## config.mk

```make
export PLATFORM = sky130hd
export DESIGN_NAME = measure_reader
export DESIGN_NICKNAME = d
export VERILOG_FILES = /design/src/rtl/measure_pkg.sv /design/src/rtl/result_fifo.sv /design/src/rtl/measure_reader.sv
export SDC_FILE = /design/constraint.sdc
export NUM_CORES = 1
export LEC_CHECK = 0
export BUFFER_PORTS_ARGS = -buffer_cell sky130_fd_sc_hd__buf_2
export CAP_MARGIN = 40
export CORE_MARGIN = 1.5
export CORE_UTILIZATION = 45
export DETAILED_ROUTE_END_ITERATION = 8
export PLACE_DENSITY_LB_ADDON = 0.08
export SLEW_MARGIN = 20
export SYNTH_ARGS = -nofsm -noshare
export SYNTH_HDL_FRONTEND = slang
export SYNTH_SLANG_ARGS = --single-unit
```

## constraint.sdc

```tcl
create_clock -name clk_i -period 10.5 [get_ports clk_i]
set_clock_uncertainty 0.05 [all_clocks]
set_input_delay 2.625 -clock clk_i [delete_from_list [all_inputs] [get_ports clk_i]]
set_output_delay 2.625 -clock clk_i [all_outputs]
set_load 0.02 [all_outputs]
```

## src/rtl/measure_pkg.sv

```systemverilog
// Shared register offsets, result layout and read-FSM states
// for the measurement result reader.
package measure_pkg;

  localparam logic [1:0] REG_STATUS = 2'd0;
  localparam logic [1:0] REG_SIG    = 2'd1;
  localparam logic [1:0] REG_REF    = 2'd2;
  localparam logic [1:0] REG_TS     = 2'd3;

  typedef struct packed {
    logic [31:0] ref_sum;
    logic [31:0] sig_sum;
  } meas_result_t;

  typedef enum logic {
    RD_IDLE,
    RD_RESP
  } rd_state_t;

endpackage

```

## src/rtl/result_fifo.sv

```systemverilog
// Synchronous FIFO with first-word fall-through head.
// Ports: clk_i, rst_i (sync, high), push_i, pop_i, wdata_i,
// full_o, empty_o, count_o (0..DEPTH), head_o (valid when !empty_o).
// The caller must not push while full without a same-cycle pop,
// and must not pop while empty.
module result_fifo #(
  parameter int WIDTH = 64,
  parameter int DEPTH = 4
) (
  input  logic                     clk_i,
  input  logic                     rst_i,
  input  logic                     push_i,
  input  logic                     pop_i,
  input  logic [WIDTH-1:0]         wdata_i,
  output logic                     full_o,
  output logic                     empty_o,
  output logic [$clog2(DEPTH):0]   count_o,
  output logic [WIDTH-1:0]         head_o
);

  localparam int AW = $clog2(DEPTH);

  logic [WIDTH-1:0] mem_q [DEPTH];
  logic [AW-1:0]    wr_ptr_q, wr_ptr_d;
  logic [AW-1:0]    rd_ptr_q, rd_ptr_d;
  logic [AW:0]      count_q, count_d;

  always_comb begin
    wr_ptr_d = wr_ptr_q;
    rd_ptr_d = rd_ptr_q;
    count_d  = count_q;
    if (push_i) wr_ptr_d = wr_ptr_q + AW'(1);
    if (pop_i)  rd_ptr_d = rd_ptr_q + AW'(1);
    unique case ({push_i, pop_i})
      2'b10:   count_d = count_q + (AW+1)'(1);
      2'b01:   count_d = count_q - (AW+1)'(1);
      default: count_d = count_q;
    endcase
  end

  always_ff @(posedge clk_i) begin
    if (rst_i) begin
      wr_ptr_q <= '0;
      rd_ptr_q <= '0;
      count_q  <= '0;
    end else begin
      wr_ptr_q <= wr_ptr_d;
      rd_ptr_q <= rd_ptr_d;
      count_q  <= count_d;
    end
  end

  // Storage needs no reset; count gates every read of it.
  always_ff @(posedge clk_i) begin
    if (push_i) mem_q[wr_ptr_q] <= wdata_i;
  end

  assign head_o  = mem_q[rd_ptr_q];
  assign empty_o = (count_q == '0);
  assign full_o  = (count_q == (AW+1)'(DEPTH));
  assign count_o = count_q;

endmodule

```

## src/rtl/measure_reader.sv

```systemverilog
// Buffers 64-bit {ref, sig} measurement results in a FIFO and
// serves them over a read-only AXI4-Lite slave (AR/R only).
// Ports: clk_i, rst_i (sync, high); reg_wr_en_i/reg_wr_data_i
// result push; s_axi_ar*/s_axi_r* read channels; data_avail_o
// FIFO non-empty level. Define MEASURE_READER_TS_EN to store a
// free-running cycle timestamp with each entry (offset 0xC).
module measure_reader
  import measure_pkg::*;
#(
  parameter int DEPTH      = 4,
  parameter int ADDR_WIDTH = 4
) (
  input  logic                  clk_i,
  input  logic                  rst_i,
  input  logic                  reg_wr_en_i,
  input  logic [63:0]           reg_wr_data_i,
  input  logic [ADDR_WIDTH-1:0] s_axi_araddr_i,
  input  logic                  s_axi_arvalid_i,
  output logic                  s_axi_arready_o,
  output logic [31:0]           s_axi_rdata_o,
  output logic [1:0]            s_axi_rresp_o,
  output logic                  s_axi_rvalid_o,
  input  logic                  s_axi_rready_i,
  output logic                  data_avail_o
);

  localparam int CW = $clog2(DEPTH) + 1;
`ifdef MEASURE_READER_TS_EN
  localparam int FW = 96;
`else
  localparam int FW = 64;
`endif

  rd_state_t    state_q, state_d;
  logic [31:0]  rdata_q, rdata_d;
  logic         ovf_q, ovf_d;

  logic          push, pop, full, empty;
  logic [CW-1:0] count;
  logic [7:0]    count8;
  logic [FW-1:0] fifo_wdata, fifo_head;
  meas_result_t  head_res;
  logic [31:0]   head_ts;
  logic [1:0]    reg_sel;
  logic          unused_addr;

`ifdef MEASURE_READER_TS_EN
  logic [31:0] ts_q, ts_d;

  assign ts_d = ts_q + 32'd1;

  always_ff @(posedge clk_i) begin
    if (rst_i) ts_q <= '0;
    else       ts_q <= ts_d;
  end

  assign fifo_wdata = {ts_q, reg_wr_data_i};
  assign head_ts    = fifo_head[95:64];
`else
  assign fifo_wdata = reg_wr_data_i;
  assign head_ts    = '0;
`endif

  assign head_res    = meas_result_t'(fifo_head[63:0]);
  assign count8      = 8'(count);
  assign reg_sel     = s_axi_araddr_i[3:2];
  assign unused_addr = ^s_axi_araddr_i;

  result_fifo #(
    .WIDTH(FW),
    .DEPTH(DEPTH)
  ) u_fifo (
    .clk_i   (clk_i),
    .rst_i   (rst_i),
    .push_i  (push),
    .pop_i   (pop),
    .wdata_i (fifo_wdata),
    .full_o  (full),
    .empty_o (empty),
    .count_o (count),
    .head_o  (fifo_head)
  );

  always_comb begin
    state_d = state_q;
    rdata_d = rdata_q;
    ovf_d   = ovf_q;
    pop     = 1'b0;
    unique case (state_q)
      RD_IDLE: begin
        if (s_axi_arvalid_i) begin
          state_d = RD_RESP;
          unique case (reg_sel)
            REG_STATUS: begin
              rdata_d = {23'b0, ovf_q, count8};
              ovf_d   = 1'b0;
            end
            REG_SIG: rdata_d = empty ? '0 : head_res.sig_sum;
            REG_REF: begin
              rdata_d = empty ? '0 : head_res.ref_sum;
              pop     = !empty;
            end
            REG_TS:  rdata_d = empty ? '0 : head_ts;
          endcase
        end
      end
      RD_RESP: begin
        if (s_axi_rready_i) state_d = RD_IDLE;
      end
    endcase
    // A pop frees a slot in the same cycle, so a full FIFO
    // still takes the push. Overflow wins over a STATUS clear.
    push = reg_wr_en_i & (!full | pop);
    if (reg_wr_en_i & full & !pop) ovf_d = 1'b1;
  end

  always_ff @(posedge clk_i) begin
    if (rst_i) begin
      state_q <= RD_IDLE;
      rdata_q <= '0;
      ovf_q   <= 1'b0;
    end else begin
      state_q <= state_d;
      rdata_q <= rdata_d;
      ovf_q   <= ovf_d;
    end
  end

  assign s_axi_arready_o = (state_q == RD_IDLE);
  assign s_axi_rvalid_o  = (state_q == RD_RESP);
  assign s_axi_rdata_o   = rdata_q;
  assign s_axi_rresp_o   = 2'b00;
  assign data_avail_o    = !empty;

endmodule

```

==> flow_summary.json, run 1 <==
{
  "max_freq_ghz": 0.220,
  "period_minus_slack_ns": 4.54,
  "pwr_density_cell_nw_per_um2": 194,
  "vias": 5865,
  "wl_um": 22300,
  "die_x_um": 162,
  "seq_area_um2": 8550,
  "core_um2": 24500,
  "cts_tree": "done",
  "die-area_um2": 26100,
  "slew_headroom_pct": 52.4,
  "grt_pass1_wl_um": 34600,
  "synthDistinctLibCells": 41,
  "ioPinCount": 110,
  "ys_seq_area_share_pct": 75.4,
  "cts_setup_buffers": 0,
  "finalCritPeriodShare_pct": 43.3,
  "routabilityCongestion": 0.743,
  "critPathRequiredTime_ns": 10.69,
  "wl_per_cell_um": 20.4,
  "synthToLayoutAreaGrowth_pct": 17.2,
  "nFillCells": 1982,
  "gr-total-overflow": 0,
  "ant_nets": 0,
  "critPathLaunchType": "input port",
  "layout-drive-gt1-share_pct": 28.2,
  "grt_max_degree": 51,
  "antenna_found_initial": 5,
  "cp.arrival_ns": 4.74,
  "multiInputGateArea_um2": 2570,
  "rows": 57,
  "crit_type": "in2reg",
  "synth_async_sr_flop_share_pct": 0,
  "crit_path_end_kind": "flop",
  "htree_levels": 1,
  "root_buffer": "clkbuf_16",
  "die_h_um": 162,
  "numCtsBuffers": 31,
  "clock_latency_ns": 0.56,
  "leakage_uw": 0.00443,
  "cts_buffer_depth": 3,
  "cts_hold_buf": 0,
  "syn_area_um2": 11300,
  "dp_hpwl_um": 12800,
  "initial_core_util_pct": 46.2,
  "drtIter0Drc": 412,
  "status": "finished clean",
  "clkTransAtPathRegs_ns": 0.06,
  "synth_enable_flop_cells": 256,
  "cts_resized": 0,
  "syn-instance-count": 626,
  "port_buffers": 105,
  "avgSynthCellArea_um2": 18.1,
  "nNetsFinal": 820,
  "slew_violations": 0,
  "track_usage_pct": 17.4,
  "drv_cap": 0,
  "ys_seq_elements": 299,
  "final_cell_mix": "edfxtp_1 (256), buf_2 (105), mux2i_1 (66)",
  "rsz0062_at_grt": "no",
  "finalHoldViolations": 0,
  "layout_commonest_cell": "edfxtp_1",
  "hold_path_class": "reg2reg",
  "drc_errors": 0,
  "grt_pass1_vias": 6108,
  "setup_tns_ns": 0,
  "cts.sinks": 299,
  "dpl.cell_count": 1030,
  "via_per_inst": 5.38,
  "worstMarginPinSlew_ns": 0.713,
  "synthFlopType": "edfxtp_1",
  "path_max_fanout": 34,
  "peakVddDrop_uv": 133,
  "yosysWarnings": 0,
  "drt_pre_antenna_iters": 4,
  "antenna_cells": 0,
  "instances_no_fill": 1090,
  "setup_viol": 0
}
==> per-stage QoR <==
step	hold WS [ns]	cell area, um2	total power, uW	utilization (%)	worst slack (ns)
after detailed placement	0.375	12200	1580	49.9	5.35
after floorplan	0.400	11300	1500	-	5.20
after CTS	0.384	13200	2600	53.9	5.94
after global routing	0.401	13300	2670	54.1	5.74
final	0.383	13300	2570	54.1	5.96
after global placement	0.372	12100	1560	49.4	5.34
==> layout make-up <==
| type | count | area share [%] |
|---|---|---|
| multi-input combinational | 284 | 19.4 |
| clock buffer | 36 | 6.13 |
| inverter | 7 | 0.198 |
| tap | 324 | 3.05 |
| timing repair buffer | 119 | 5.69 |
| clock inverter | 21 | 1.16 |
| sequential | 299 | 64.4 |
==> layer usage <==
| layer | wire [um] | up-vias | global-route usage, % |
|---|---|---|---|
| met1 | 9840 | 2991 | 23.2 |
| met3 | 1250 | 34 | 3.96 |
| li1 | - | 2718 | - |
| met4 | 358 | 8 | 4.55 |
| met2 | 10800 | 114 | 29.1 |
| met5 | 41 | - | 0 |
==> cells by family (layout without fill, tap and decap cells) <==
group           after synthesis  in the layout  share of synthesized area (%)
flops                       299            299                           75.4
mux                         100            100                           12.5
compound gates               98             98                           5.66
simple gates                 77             77                           3.51
buf+inv                      44            183                           2.12
fa+ha+maj                     5              5                          0.618
xor+xnor                      2              2                          0.155
other cells                   1              2                         0.0331
==> path summary, 6_finish.rpt <==
check | end | slack (ns) | cells past startpoint | startpoint
hold reg to reg | s_axi_rdata_o[31]$_SDFFE_PP0P_ | 0.38 | 2 | s_axi_rdata_o[31]$_SDFFE_PP0P_
hold / removal | s_axi_rdata_o[31]$_SDFFE_PP0P_ | 0.38 | 2 | s_axi_rdata_o[31]$_SDFFE_PP0P_
setup / recovery | u_fifo.mem_q[0][4]$_DFFE_PP_ | 5.96 | 5 | s_axi_araddr_i[2]
setup reg to reg | u_fifo.mem_q[0][4]$_DFFE_PP_ | 7.77 | 4 | s_axi_rvalid_o$_SDFF_PP0_
==> power by group <==
group,switching [uW],internal [uW]
Combinational,106,66.1
Clock,426,600
Sequential,19.1,1360
==> cells in the mapped netlist, types with 4 or more instances <==
master      n  share of area, %
a22oi_1    18               1.2
mux2i_1    66               5.8
clkbuf_1   12              0.40
ha_1        4              0.44
inv_1       7              0.23
a21oi_1     6              0.27
nor2_1      9              0.30
o221ai_1   16               1.2
edfxtp_1  256                68
dfxtp_1    43               7.6
o22ai_1    16              0.88
buf_2       8              0.35
mux4_2     32               6.4
nand2_1    43               1.4
o21ai_0    33               1.5
buf_4      11              0.73
nand2b_1    6              0.33
and2_1      4              0.22
==> critical path, stage by stage <==
cell	delay, ns
buf_2	0.13
nand4bb_1	0.42
a21oi_1	0.59
and2_4	0.63
buf_12	0.30
==> sequential cells by signal (all words and copies together) (netlist names), named ones only <==
name,flops
s_axi_rvalid_o,1
u_fifo.rd_ptr_q,2
u_fifo.wr_ptr_q,2
u_fifo.count_o,3
u_fifo.mem_q,256
ovf_q,1
s_axi_rdata_o,32
Power figures use the tool's default switching activity.
==> run 2, diff against run 1 <==
Clock period 10.5 ns to 4.35 ns, I/O delays scaled along.
==> run 2 against run 1 <==
  * Hold slack improved by 0.00086 ns
  * Non-clock buffer count rose by 5
  * Core utilization barely moved
  * Die area did not move
  * Critical endpoint is now u_fifo.mem_q[0][23]$_DFFE_PP_
==> flow_summary.json, run 2 (synthesis results as in run 1) <==
{
  "status": "finished clean",
  "drt_pre_antenna_iters": 4,
  "top_register": "u_fifo.mem_q",
  "grt_max_degree": 49,
  "cts_tree": "done",
  "setup_viol": 0,
  "cts.sinks": 299,
  "peakVddDrop_uv": 291,
  "routabilityCongestion": 0.766,
  "max_freq_ghz": 0.354,
  "cts_hold_buf": 0,
  "finalHoldViolations": 0,
  "layout-drive-gt1-share_pct": 28.3,
  "antenna_found_initial": 4,
  "hold_path_class": "reg2reg",
  "rsz0062_at_grt": "no",
  "wl_per_cell_um": 20.7,
  "root_buffer": "clkbuf_16",
  "ioPinCount": 110,
  "layout_commonest_cell": "edfxtp_1",
  "holdPathStages": 2,
  "ant_nets": 0,
  "die_h_um": 162,
  "clock_latency_ns": 0.54,
  "path_max_fanout": 18,
  "nFillCells": 1989,
  "holdPathEnd": "s_axi_rdata_o[7]$_SDFFE_PP0P_",
  "largest_reg_flops": 256,
  "setup_tns_ns": 0,
  "finalCritPeriodShare_pct": 64.9,
  "critPathRequiredTime_ns": 4.52,
  "via_per_inst": 5.38,
  "die_x_um": 162,
  "cts_buffer_depth": 3,
  "crit_chain": "buf_2 > nand4bb_1 > a21oi_1 > and2_4 > buf_4",
  "clkTransAtPathRegs_ns": 0.06,
  "crit_type": "in2reg",
  "cpPeakStageDelay_ns": 0.58,
  "cp.arrival_ns": 3.00,
  "numCtsBuffers": 31,
  "cts_resized": 0,
  "hp-start": "s_axi_rdata_o[7]$_SDFFE_PP0P_",
  "track_usage_pct": 17.8,
  "rows": 57,
  "crit_buf_inv": 2,
  "vias": 5902,
  "cp_top_family": "simple AND/OR/NAND/NOR gates",
  "nNetsFinal": 825,
  "regToRegSetupSlack_ns": 1.81,
  "wl_um": 22700,
  "rr_worst_depth": 4,
  "die-area_um2": 26100,
  "cp_slowest_cell": "a21oi_1",
  "fin_util_pct": 54.2,
  "rr_endpoint": "u_fifo.mem_q[0][23]$_DFFE_PP_",
  "grt_pass1_vias": 6181,
  "synthToLayoutAreaGrowth_pct": 17.3,
  "drv_cap": 0,
  "rr_startpoint": "s_axi_rvalid_o$_SDFF_PP0_",
  "dp_hpwl_um": 13600,
  "initial_core_util_pct": 46.2,
  "pwr_density_cell_nw_per_um2": 469,
  "slew_violations": 0,
  "grt_pass1_wl_um": 35500,
  "slew_headroom_pct": 43.9,
  "worstMarginPinSlew_ns": 0.838,
  "drc_errors": 0,
  "final_cell_mix": "edfxtp_1 (256), buf_2 (105), mux2i_1 (66)",
  "port_buffers": 105,
  "period_minus_slack_ns": 2.82,
  "cts_setup_buffers": 0,
  "critPathLaunchType": "input port",
  "core_um2": 24500,
  "drtIter0Drc": 291,
  "leakage_uw": 0.00443,
  "gr-total-overflow": 0,
  "crit_path_end_kind": "flop",
  "htree_levels": 1
}
[run 2: changes by cell type in the layout (fill, tap and decap cells not counted), sizes merged]
cell,before,now
diode,0,2
clkinv,17,14
clkinvlp,1,0
buf,119,124
clkbuf,36,40
[run 2: metrics by stage]
step | setup WS, ns | cells | area (um2) | hold WS [ns] | total power (uW)
finish | 1.53 | 1097 | 13300 | 0.384 | 6230
CTS | 1.52 | 1095 | 13300 | 0.387 | 6310
detailed placement | 0.955 | 1038 | 12300 | 0.379 | 3810
floorplan | 0.584 | 627 | 11300 | 0.400 | 3630
global placement | 1.01 | 1034 | 12300 | 0.372 | 3780
global route | 1.37 | 1096 | 13300 | 0.406 | 6450
[run 2: worst register-to-register path, cell delays in order, from the launching register on]
cell and delay, ns:
dfxtp_1 0.36, nand4bb_1 0.43, a21oi_1 0.58, and2_4 0.43
buf_4 0.35
[run 2: worst max-delay path by stage]
stage / slack, ns / depth (start not counted) / start / end
finish: 1.53 / 5 / s_axi_araddr_i[2] / u_fifo.mem_q[0][23]$_DFFE_PP_
global route: 1.37 / 5 / s_axi_araddr_i[2] / u_fifo.mem_q[0][21]$_DFFE_PP_
CTS: 1.52 / 5 / s_axi_araddr_i[2] / u_fifo.mem_q[0][23]$_DFFE_PP_
detailed placement: 0.95 / 5 / s_axi_araddr_i[2] / u_fifo.mem_q[0][23]$_DFFE_PP_
global placement: 1.01 / 5 / s_axi_araddr_i[2] / u_fifo.mem_q[0][55]$_DFFE_PP_
floorplan: 0.58 / 4 / s_axi_araddr_i[2] / u_fifo.mem_q[1][0]$_DFFE_PP_
[run 2: per-layer routing]
layer  up-vias  wire length [um]  GRT usage, %
li1       2731                 -             -
met1      2998              9810          23.6
met2       133             11300          30.2
met3        36              1140          3.37
met4         4               378          4.63
met5         -                21             0
[run 2: area by class of cell]
cell class	instances	area (um2)	share of cell area [%]
antenna	2	5.00	0.0377
sequential	299	8550	64.4
clock inverter	17	136	1.03
multi-input combinational	284	2570	19.3
clock buffer	40	830	6.24
inverter	7	26.3	0.198
timing repair buffer	124	763	5.74
tap	324	405	3.05
[run 2: power by group]
group          switching [uW]  leakage [uW]  total (uW)  internal (uW)
clock network            1030      0.000481        2490           1460
logic                     257       0.00125         417            160
registers                48.4       0.00270        3320           3270
==> run 3, diff against run 2 <==
Clock period 4.35 ns to 2.9 ns, I/O delays scaled along.
==> run 3 against run 2 <==
  * Via count grew 0.69%
  * Clock-buffer cell count is the same
  * Sequential power grew 50%
  * Wire length shrank 1.1%
  * Largest cell class unchanged
==> flow_summary.json, run 3 (synthesis results as in run 1) <==
{
  "cts_setup_buffers": 0,
  "grt_pass1_vias": 6284,
  "wl_per_cell_um": 20.3,
  "root_buffer": "clkbuf_16",
  "cp.arrival_ns": 1.71,
  "cts_resized": 0,
  "clkTransAtPathRegs_ns": 0.06,
  "worstMarginPinSlew_ns": 0.807,
  "vias": 5943,
  "cts_hold_buf": 0,
  "numCtsBuffers": 30,
  "drv_cap": 0,
  "fin_util_pct": 54.7,
  "rr_startpoint": "u_fifo.count_o[0]$_SDFFE_PP0P_",
  "layout-drive-gt1-share_pct": 29.1,
  "rows": 57,
  "synthToLayoutAreaGrowth_pct": 18.5,
  "hold_path_class": "in2reg",
  "setup_tns_ns": 0,
  "pwr_density_cell_nw_per_um2": 700,
  "final_cell_mix": "edfxtp_1 (256), buf_2 (105), mux2i_1 (66)",
  "grt_pass1_wl_um": 34700,
  "crit_start": "u_fifo.count_o[0]$_SDFFE_PP0P_",
  "die-area_um2": 26100,
  "top_register": "u_fifo.mem_q",
  "wl_um": 22400,
  "ioPinCount": 110,
  "die_h_um": 162,
  "critPathLaunchType": "flop",
  "die_x_um": 162,
  "antenna_found_initial": 1,
  "crit_path_end_kind": "output pin",
  "slew_violations": 0,
  "period_minus_slack_ns": 2.48,
  "rsz0062_at_grt": "no",
  "clock_latency_ns": 0.54,
  "track_usage_pct": 17.4,
  "path_max_fanout": 7,
  "cp_slowest_cell": "nor3_4",
  "ant_nets": 0,
  "slew_headroom_pct": 46.0,
  "regToRegSetupSlack_ns": 0.79,
  "via_per_inst": 5.39,
  "nNetsFinal": 831,
  "port_buffers": 105,
  "routabilityCongestion": 0.754,
  "finalCritPeriodShare_pct": 85.6,
  "gr-total-overflow": 0,
  "setup_viol": 0,
  "cts.sinks": 299,
  "status": "finished clean",
  "critPathRequiredTime_ns": 2.12,
  "peakVddDrop_uv": 420,
  "leakage_uw": 0.00449,
  "largest_reg_flops": 256,
  "instances_no_fill": 1102,
  "cts_tree": "done",
  "finalHoldViolations": 0,
  "dpl.cell_count": 1045,
  "cpPeakStageDelay_ns": 0.42,
  "crit_chain": "nor3_4 > inv_1 > buf_2",
  "core_um2": 24500,
  "layout_commonest_cell": "edfxtp_1",
  "dp_hpwl_um": 13500,
  "setup.worst_path.end": "data_avail_o",
  "max_freq_ghz": 0.403,
  "cts_buffer_depth": 3,
  "initial_core_util_pct": 46.2,
  "drc_errors": 0,
  "whs_ns": 0.341,
  "rr_endpoint": "u_fifo.count_o[2]$_SDFFE_PP0P_",
  "grt_max_degree": 49,
  "drtIter0Drc": 331,
  "crit_type": "reg2out",
  "htree_levels": 1,
  "drt_pre_antenna_iters": 4,
  "rr_worst_depth": 7
}
-- run 3: how the worst min path moves through the flow --
stage               cells past startpoint                        endpoint                           start  slack, ns
floorplan                               2              ovf_q$_SDFFE_PP0P_              ovf_q$_SDFFE_PP0P_       0.40
global placement                        2  s_axi_rdata_o[25]$_SDFFE_PP0P_  s_axi_rdata_o[25]$_SDFFE_PP0P_       0.37
detailed placement                      2  s_axi_rdata_o[25]$_SDFFE_PP0P_  s_axi_rdata_o[25]$_SDFFE_PP0P_       0.38
CTS                                     1   u_fifo.mem_q[2][12]$_DFFE_PP_               reg_wr_data_i[12]       0.31
global route                            1   u_fifo.mem_q[2][16]$_DFFE_PP_               reg_wr_data_i[16]       0.32
finish                                  1   u_fifo.mem_q[0][14]$_DFFE_PP_               reg_wr_data_i[14]       0.34
-- run 3: where the power goes --
| part | switching, uW | internal [uW] |
|---|---|---|
| Sequential | 72.8 | 4910 |
| Clock | 1550 | 2200 |
| Combinational | 390 | 269 |
| Total | 2010 | 7380 |
-- run 3: metal layers --
metal | global-route usage [%] | routed length (um) | vias to the layer above
met5 | 0 | 0 | -
met4 | 4.21 | 294 | 0
met3 | 3.52 | 1220 | 20
met2 | 29.5 | 11100 | 134
met1 | 23.1 | 9800 | 3045
li1 | - | - | 2744
-- run 3: critical path, delay by kind of cell, from the launching register on --
| kind | cells | cell delay [ns] |
|---|---|---|
| and+or+nand+nor | 1 | 0.42 |
| buffers and inverters | 2 | 0.35 |
| DFF | 1 | 0.39 |
-- run 3: area by class of cell --
| class | count | area (um2) |
|---|---|---|
| multi-input combinational | 284 | 2570 |
| clock inverter | 16 | 134 |
| sequential | 299 | 8550 |
| tap | 324 | 405 |
| antenna | 1 | 2.50 |
| fill | 1987 | 11100 |
| clock buffer | 40 | 840 |
| inverter | 7 | 26.3 |
| timing repair buffer | 131 | 896 |
-- run 3: metrics by stage --
step / total power [uW] / setup slack (ns) / area [um2]
final: 9400 / 0.417 / 13400
after global routing: 9750 / 0.318 / 13400
after CTS: 9500 / 0.383 / 13400
after detailed placement: 5750 / 0.387 / 12500
after global placement: 5720 / 0.378 / 12500
after floorplan: 5440 / 0.181 / 11300
